**src/rtl/alu_control_mdu_if.sv**
```systemverilog
// Handshake bundle between decode and the ALU control / MDU sequencer.
// master = decode side, slave = alu_control_mdu.
interface alu_control_mdu_if #(
  parameter int CTRL_W = 4
);
  logic              in_valid;
  logic              in_ready;
  logic [2:0]        ALUOp;
  logic [5:0]        Funct;
  logic              flush;
  logic              out_valid;
  logic [CTRL_W-1:0] alucontrol;
  logic              jr;
  logic              sign;
  logic              mdu_busy;
  logic              illegal;

  modport master (
    output in_valid, ALUOp, Funct, flush,
    input  in_ready, out_valid, alucontrol,
    input  jr, sign, mdu_busy, illegal
  );

  modport slave (
    input  in_valid, ALUOp, Funct, flush,
    output in_ready, out_valid, alucontrol,
    output jr, sign, mdu_busy, illegal
  );
endinterface

```
**src/rtl/alu_control_mdu.sv**
```systemverilog
// Registered ALU control decoder that also sequences the MULT/DIV unit.
// Define ALU_CONTROL_ILLEGAL_TRAP_EN to flag illegal ops and trap until flush.
module alu_control_mdu #(
  parameter int CTRL_W  = 4,
  parameter int MUL_LAT = 4,
  parameter int DIV_LAT = 8,
  parameter int CNT_W   = 4
) (
  input logic              clk,
  input logic              rst_n,
  alu_control_mdu_if.slave bus
);

`ifdef ALU_CONTROL_ILLEGAL_TRAP_EN
  localparam bit TrapEn = 1'b1;
`else
  localparam bit TrapEn = 1'b0;
`endif

  localparam logic [CTRL_W-1:0] C_ADD = CTRL_W'(4'b0010);
  localparam logic [CTRL_W-1:0] C_SUB = CTRL_W'(4'b0110);
  localparam logic [CTRL_W-1:0] C_AND = CTRL_W'(4'b0000);
  localparam logic [CTRL_W-1:0] C_OR  = CTRL_W'(4'b0001);
  localparam logic [CTRL_W-1:0] C_NOR = CTRL_W'(4'b1100);
  localparam logic [CTRL_W-1:0] C_SLT = CTRL_W'(4'b0111);
  localparam logic [CTRL_W-1:0] C_SLL = CTRL_W'(4'b0011);
  localparam logic [CTRL_W-1:0] C_SRL = CTRL_W'(4'b0100);
  localparam logic [CTRL_W-1:0] C_MUL = CTRL_W'(4'b1111);
  localparam logic [CTRL_W-1:0] C_DIV = CTRL_W'(4'b1110);

  localparam logic [CNT_W-1:0] MulLd = CNT_W'(MUL_LAT - 1);
  localparam logic [CNT_W-1:0] DivLd = CNT_W'(DIV_LAT - 1);

  typedef enum logic [1:0] {
    IDLE = 2'd0,
    BUSY = 2'd1,
    DONE = 2'd2
  } state_e;

  state_e            state_q, state_d;
  logic [CNT_W-1:0]  cnt_q, cnt_d;
  logic              ov_q, ov_d;
  logic              ill_q, ill_d;
  logic              trap_q, trap_d;
  logic [CTRL_W-1:0] ctrl_q, ctrl_d;
  logic              jr_q, jr_d;
  logic              sign_q, sign_d;

  logic [CTRL_W-1:0] dec_ctrl;
  logic              dec_jr;
  logic              dec_sign;
  logic              dec_mdu;
  logic              dec_div;
  logic              dec_ill;
  logic              ready;
  logic              accept;

  always_comb begin
    dec_ctrl = C_ADD;
    dec_jr   = 1'b0;
    dec_sign = 1'b1;
    dec_mdu  = 1'b0;
    dec_div  = 1'b0;
    dec_ill  = 1'b0;
    unique case (1'b1)
      bus.ALUOp == 3'b000: dec_ctrl = C_ADD;
      bus.ALUOp == 3'b001: dec_ctrl = C_SUB;
      bus.ALUOp == 3'b011: begin
        dec_ctrl = C_AND;
        dec_sign = 1'b0;
      end
      bus.ALUOp == 3'b100: begin
        dec_ctrl = C_OR;
        dec_sign = 1'b0;
      end
      bus.ALUOp == 3'b101: dec_ctrl = C_SLT;
      bus.ALUOp == 3'b010: begin
        unique case (bus.Funct)
          6'd32, 6'd33: dec_ctrl = C_ADD;
          6'd34: dec_ctrl = C_SUB;
          6'd36: dec_ctrl = C_AND;
          6'd37: dec_ctrl = C_OR;
          6'd39: dec_ctrl = C_NOR;
          6'd42: dec_ctrl = C_SLT;
          6'd0:  dec_ctrl = C_SLL;
          6'd2:  dec_ctrl = C_SRL;
          6'd8:  dec_jr   = 1'b1;
          6'd24: begin
            dec_ctrl = C_MUL;
            dec_mdu  = 1'b1;
          end
          6'd26: begin
            dec_ctrl = C_DIV;
            dec_mdu  = 1'b1;
            dec_div  = 1'b1;
          end
          default: dec_ill = 1'b1;
        endcase
      end
      default: dec_ill = 1'b1;
    endcase
  end

  assign ready  = (state_q != BUSY) && !trap_q;
  assign accept = bus.in_valid && ready;

  always_comb begin
    state_d = state_q;
    cnt_d   = cnt_q;
    ov_d    = 1'b0;
    ill_d   = 1'b0;
    trap_d  = trap_q;
    ctrl_d  = ctrl_q;
    jr_d    = jr_q;
    sign_d  = sign_q;
    unique case (state_q)
      IDLE: state_d = IDLE;
      DONE: state_d = IDLE;
      BUSY: begin
        if (cnt_q == '0) begin
          state_d = DONE;
          ov_d    = 1'b1;
        end else begin
          cnt_d = cnt_q - 1'b1;
        end
      end
      default: state_d = IDLE;
    endcase
    if (accept) begin
      ctrl_d = dec_ctrl;
      jr_d   = dec_jr;
      sign_d = dec_sign;
      if (dec_mdu) begin
        state_d = BUSY;
        cnt_d   = dec_div ? DivLd : MulLd;
      end else begin
        ov_d   = 1'b1;
        ill_d  = TrapEn && dec_ill;
        trap_d = trap_q || (TrapEn && dec_ill);
      end
    end
    // abort wins over any accept or completion in the same cycle
    if (bus.flush) begin
      state_d = IDLE;
      cnt_d   = '0;
      ov_d    = 1'b0;
      ill_d   = 1'b0;
      trap_d  = 1'b0;
    end
  end

  always_ff @(posedge clk or negedge rst_n) begin
    if (!rst_n) begin
      state_q <= IDLE;
      cnt_q   <= '0;
      ov_q    <= 1'b0;
      ill_q   <= 1'b0;
      trap_q  <= 1'b0;
      ctrl_q  <= C_ADD;
      jr_q    <= 1'b0;
      sign_q  <= 1'b1;
    end else begin
      state_q <= state_d;
      cnt_q   <= cnt_d;
      ov_q    <= ov_d;
      ill_q   <= ill_d;
      trap_q  <= trap_d;
      ctrl_q  <= ctrl_d;
      jr_q    <= jr_d;
      sign_q  <= sign_d;
    end
  end

  assign bus.in_ready   = ready;
  assign bus.out_valid  = ov_q && !bus.flush;
  assign bus.illegal    = ill_q && !bus.flush;
  assign bus.alucontrol = ctrl_q;
  assign bus.jr         = jr_q;
  assign bus.sign       = sign_q;
  assign bus.mdu_busy   = (state_q == BUSY);

endmodule
```
**src/flat_wrapper.sv**
```systemverilog
// flat-port wrapper written by rule: the top's interface ports become plain ports
module alu_control_mdu_flat 
#(
  parameter int CTRL_W  = 4,
  parameter int MUL_LAT = 4,
  parameter int DIV_LAT = 8,
  parameter int CNT_W   = 4
)
  (clk, rst_n, bus_in_valid, bus_ALUOp, bus_Funct, bus_flush, bus_in_ready, bus_out_valid, bus_alucontrol, bus_jr, bus_sign, bus_mdu_busy, bus_illegal);
  alu_control_mdu_if #(.CTRL_W(CTRL_W)) bus_i ();
  input logic clk;
  input logic rst_n;
  input wire logic [$bits(bus_i.in_valid)-1:0] bus_in_valid;
  input wire logic [$bits(bus_i.ALUOp)-1:0] bus_ALUOp;
  input wire logic [$bits(bus_i.Funct)-1:0] bus_Funct;
  input wire logic [$bits(bus_i.flush)-1:0] bus_flush;
  output wire logic [$bits(bus_i.in_ready)-1:0] bus_in_ready;
  output wire logic [$bits(bus_i.out_valid)-1:0] bus_out_valid;
  output wire logic [$bits(bus_i.alucontrol)-1:0] bus_alucontrol;
  output wire logic [$bits(bus_i.jr)-1:0] bus_jr;
  output wire logic [$bits(bus_i.sign)-1:0] bus_sign;
  output wire logic [$bits(bus_i.mdu_busy)-1:0] bus_mdu_busy;
  output wire logic [$bits(bus_i.illegal)-1:0] bus_illegal;
  assign bus_i.in_valid = bus_in_valid;
  assign bus_i.ALUOp = bus_ALUOp;
  assign bus_i.Funct = bus_Funct;
  assign bus_i.flush = bus_flush;
  assign bus_in_ready = bus_i.in_ready;
  assign bus_out_valid = bus_i.out_valid;
  assign bus_alucontrol = bus_i.alucontrol;
  assign bus_jr = bus_i.jr;
  assign bus_sign = bus_i.sign;
  assign bus_mdu_busy = bus_i.mdu_busy;
  assign bus_illegal = bus_i.illegal;
  alu_control_mdu #(.CTRL_W(CTRL_W), .MUL_LAT(MUL_LAT), .DIV_LAT(DIV_LAT), .CNT_W(CNT_W)) u_core (.clk(clk), .rst_n(rst_n), .bus(bus_i));
endmodule
```
**config.mk**
```make
export PLATFORM = sky130hd
export DESIGN_NAME = alu_control_mdu_flat
export DESIGN_NICKNAME = d
export VERILOG_FILES = /design/src/rtl/alu_control_mdu_if.sv /design/src/rtl/alu_control_mdu.sv /design/src/flat_wrapper.sv
export SDC_FILE = /design/constraint.sdc
export NUM_CORES = 1
export LEC_CHECK = 0
export CORE_ASPECT_RATIO = 0.75
export CORE_MARGIN = 2
export CORE_UTILIZATION = 40
export CTS_CLUSTER_SIZE = 10
export DETAILED_ROUTE_END_ITERATION = 16
export PLACE_DENSITY_LB_ADDON = 0.2
export SLEW_MARGIN = 20
export SYNTH_ARGS = -nofsm -noshare
export SYNTH_HDL_FRONTEND = slang
export SYNTH_SLANG_ARGS = --single-unit
```
**constraint.sdc**
```tcl
create_clock -name clk -period 1.6 [get_ports clk]
set_input_delay 0.32 -clock clk [delete_from_list [all_inputs] [get_ports clk]]
set_output_delay 0.32 -clock clk [all_outputs]
set_load 0.005 [all_outputs]
```
==> impl_metrics.csv <==
group,metric,value,unit
timing,hold_viol_final,0,
synth,syn_inst,98,
global_route,gr-usage-all-layers,19.4,%
route,ant_nets,0,
clock_network,numCtsBuffers,3,
clock_network,clk_pin_slew_worst_paths,0.07,ns
placement,routabilityCongestion,0.915,
synth,synth_fp_nets,112,
synth,syn_area_per_cell,8.99,sq um
timing,maxClockFrequency,661,MHz
worst_setup_path,slowest_stage,"clkdlybuf4s50_1",
clock_network,cts.htree.levels,1,
clock_network,cts.sinks,13,
die,core_area,2050,sq um
synth,synth-main-ff-cell,"dfrtp_1",
synth,yosysTopAreaCell,"dfrtp_1",
synth,seq_area_frac_synth,37.2,%
synth,synthTopCellsByArea,"dfrtp_1 (31%), dfstp_2 (6.0%), nand2_1 (6.0%), a21oi_1 (4.0%), nand2b_1 (3.6%)",
final_layout,syn2layout_area_growth,49.3,%
worst_setup_path,required,1.75,ns
global_route,first_global_vias,834,
synth,netlist.area_leader.share,31.3,%
run_status,outcome,"complete, no violations",
pwr,p_leak,0.000587,uW
timing,final_max_slew_viol_count,0,
pwr,peakVddDrop,0.538,mV
route,drtPass1Iterations,4,
timing,finalCriticalPeriod,1.51,ns
route,drc_errors,0,
synth,ys_warn_count,0,
flow_run,drv_cap,0,
worst_setup_path,criticalPathCategory,"in2reg",
timing,rsz0062_at_grt,"no",
die,dieArea,2600,sq um
timing,fin_hold_ws,0.350,ns
global_route,gr-total-overflow,0,
route,viasPerCell,5.37,
timing,setup_violations,0,
route,wirelength,2230,um
clock_network,postCtsSetupRepairBufs,0,
placement,dp.cells,160,
synth,syn_area,881,sq um
die,die_h,44.6,um
worst_setup_path,crit_path_max_incr_delay,0.44,ns
clock_network,clk_path_buf_depth,2,
synth,ys_ff_latch,13,
route,wl_per_cell,13.6,um
synth,ys_types,43,
clock_network,ctsRootBufferMaster,"clkbuf_4",
worst_setup_path,path_cells,"clkdlybuf4s50_1 -> buf_4 -> and4bb_2 -> o211ai_1 -> o221a_1 -> o221ai_2",
clock_network,clk_latency,0.27,ns
die,row_count,14,
worst_setup_path,crit_arrival,1.66,ns
die,fp.dieW,58.2,um
pwr,pwr_density_cell,543,nW/um^2
clock_network,cts_tree,"built",
final_layout,drive_gt1_share,28.6,%
placement,dp_hpwl,1780,um
timing,finClkSkew,0.00141,ns
synth,synth.most_common_cell,"nand2_1",
synth,synth_edf_count,0,
worst_setup_path,end_kind,"register",
final_layout,final_core_util,64.2,%
global_route,antenna_found_initial,0,
placement,portBuffers,21,
route,vias,881,
global_route,grt_max_degree,14,
worst_setup_path,critPathMaxFanout,7,
timing,fin_tns_setup,0,ns
die,initial_utilization,43.0,%
final_layout,nFillCells,185,
hold_path,hold_path.class,"in2async",
route,drtIter0Drc,21,
timing,finalCritPeriodShare,94.5,%
synth,synthArstFlopShare,100,%
global_route,grt_pass1_wl,3770,um
die,pin_count,23,
synth,yosys-top-cells-count,"nand2_1 (14), dfrtp_1 (11), a21oi_1 (7)",
worst_setup_path,start_kind,"input pin",
final_layout,antenna_cells,0,
final_layout,final_cells,164,
final_layout,finalNetCount,155,
==> per-stage QoR <==
step	worst slack [ns]	total power [uW]	instance area, sq um
4_1_cts	0.00146	722	1290
5_1_grt	0.0309	760	1320
6_report	0.0875	714	1320
2_1_floorplan	0.204	419	881
3_3_place_gp	-0.317	522	1250
3_5_place_dp	-0.377	525	1250
==> final cells by class <==
class | count | area (sq um) | share of cell area, %
Timing Repair Buffer | 44 | 382 | 29.0
Inverter | 4 | 15.0 | 1.14
Tap cell | 24 | 30.0 | 2.28
Multi-Input combinational cell | 75 | 534 | 40.6
Sequential cell | 13 | 328 | 24.9
Clock buffer | 4 | 26.3 | 2.00
==> cells in the final DEF (no fill, tap or decap), drive strengths merged, types with 3 or more instances in the layout <==
cell type      count
nand2             14
nor2b              3
nor3b              3
clkbuf             4
clkdlybuf4s50     11
nand2b             5
o21ai              3
inv                4
dfrtp             11
buf               23
a21oi              7
dlygate4sd2        7
dlymetal6s2s       3
nor2               5
nor3               4
==> final timing paths <==
| path | from | to | slack [ns] | cells past startpoint |
|---|---|---|---|---|
| setup reg to reg | u_core.cnt_q[0] | u_core.cnt_q[0] | 0.14 | 6 |
| hold reg to reg | u_core.bus.sign | u_core.bus.sign | 0.46 | 2 |
| hold / removal | rst_n | u_core.bus.alucontrol[2] | 0.35 | 2 |
| min in group clk | u_core.bus.sign | u_core.bus.sign | 0.46 | 2 |
| setup / recovery | bus_Funct[1] | u_core.bus.alucontrol[0] | 0.09 | 6 |
| max in group asynchronous | rst_n | u_core.bus.sign | 1.02 | 2 |
==> metal layers <==
layer | GRT usage, % | wire, um | share of wire, % | vias up
li1 | - | - | - | 438
met1 | 28.3 | 1090 | 49 | 415
met2 | 29.5 | 972 | 44 | 26
met3 | 4.68 | 162 | 7.3 | 2
met4 | 4.19 | 10 | 0.45 | 0
met5 | 0 | 0 | 0 | -
==> report_power, final <==
part           switching (uW)  internal, uW  total (uW)
Clock                     101          96.6         198
Combinational            74.6          92.9         168
Sequential               5.28           343         348
Total                     181           533         714
==> cell families after synthesis <==
logic type                 share of synthesized area, %
adders and majority gates                          1.42
and+or+nand+nor                                    33.4
DFF                                                37.2
other                                             0.426
buffers and inverters                              6.53
AOI/OAI and AO/OA                                  17.9
xor gates and xnor gates                           1.99
muxes                                              1.14
==> worst max-delay path: cells and delay by family <==
kind / cells / cell delay [ns]
AO/OA/AOI/OAI: 3 / 0.50
AND/OR/NAND/NOR: 1 / 0.22
buffers and inverters: 2 / 0.62
==> flip-flops by register name, summed over array words and instances (netlist names) <==
register and flops:
u_core.bus.sign 1, u_core.ov_q 1, u_core.state_q 2, u_core.bus.jr 1
u_core.cnt_q 4, u_core.bus.alucontrol 4
==> what timing repair did <==
action,4_1_cts,5_1_grt
endpoints found under the setup margin,9,7
hold buffers,0,0
gates resized for setup,12,6
(Power assumes the default switching activity.)
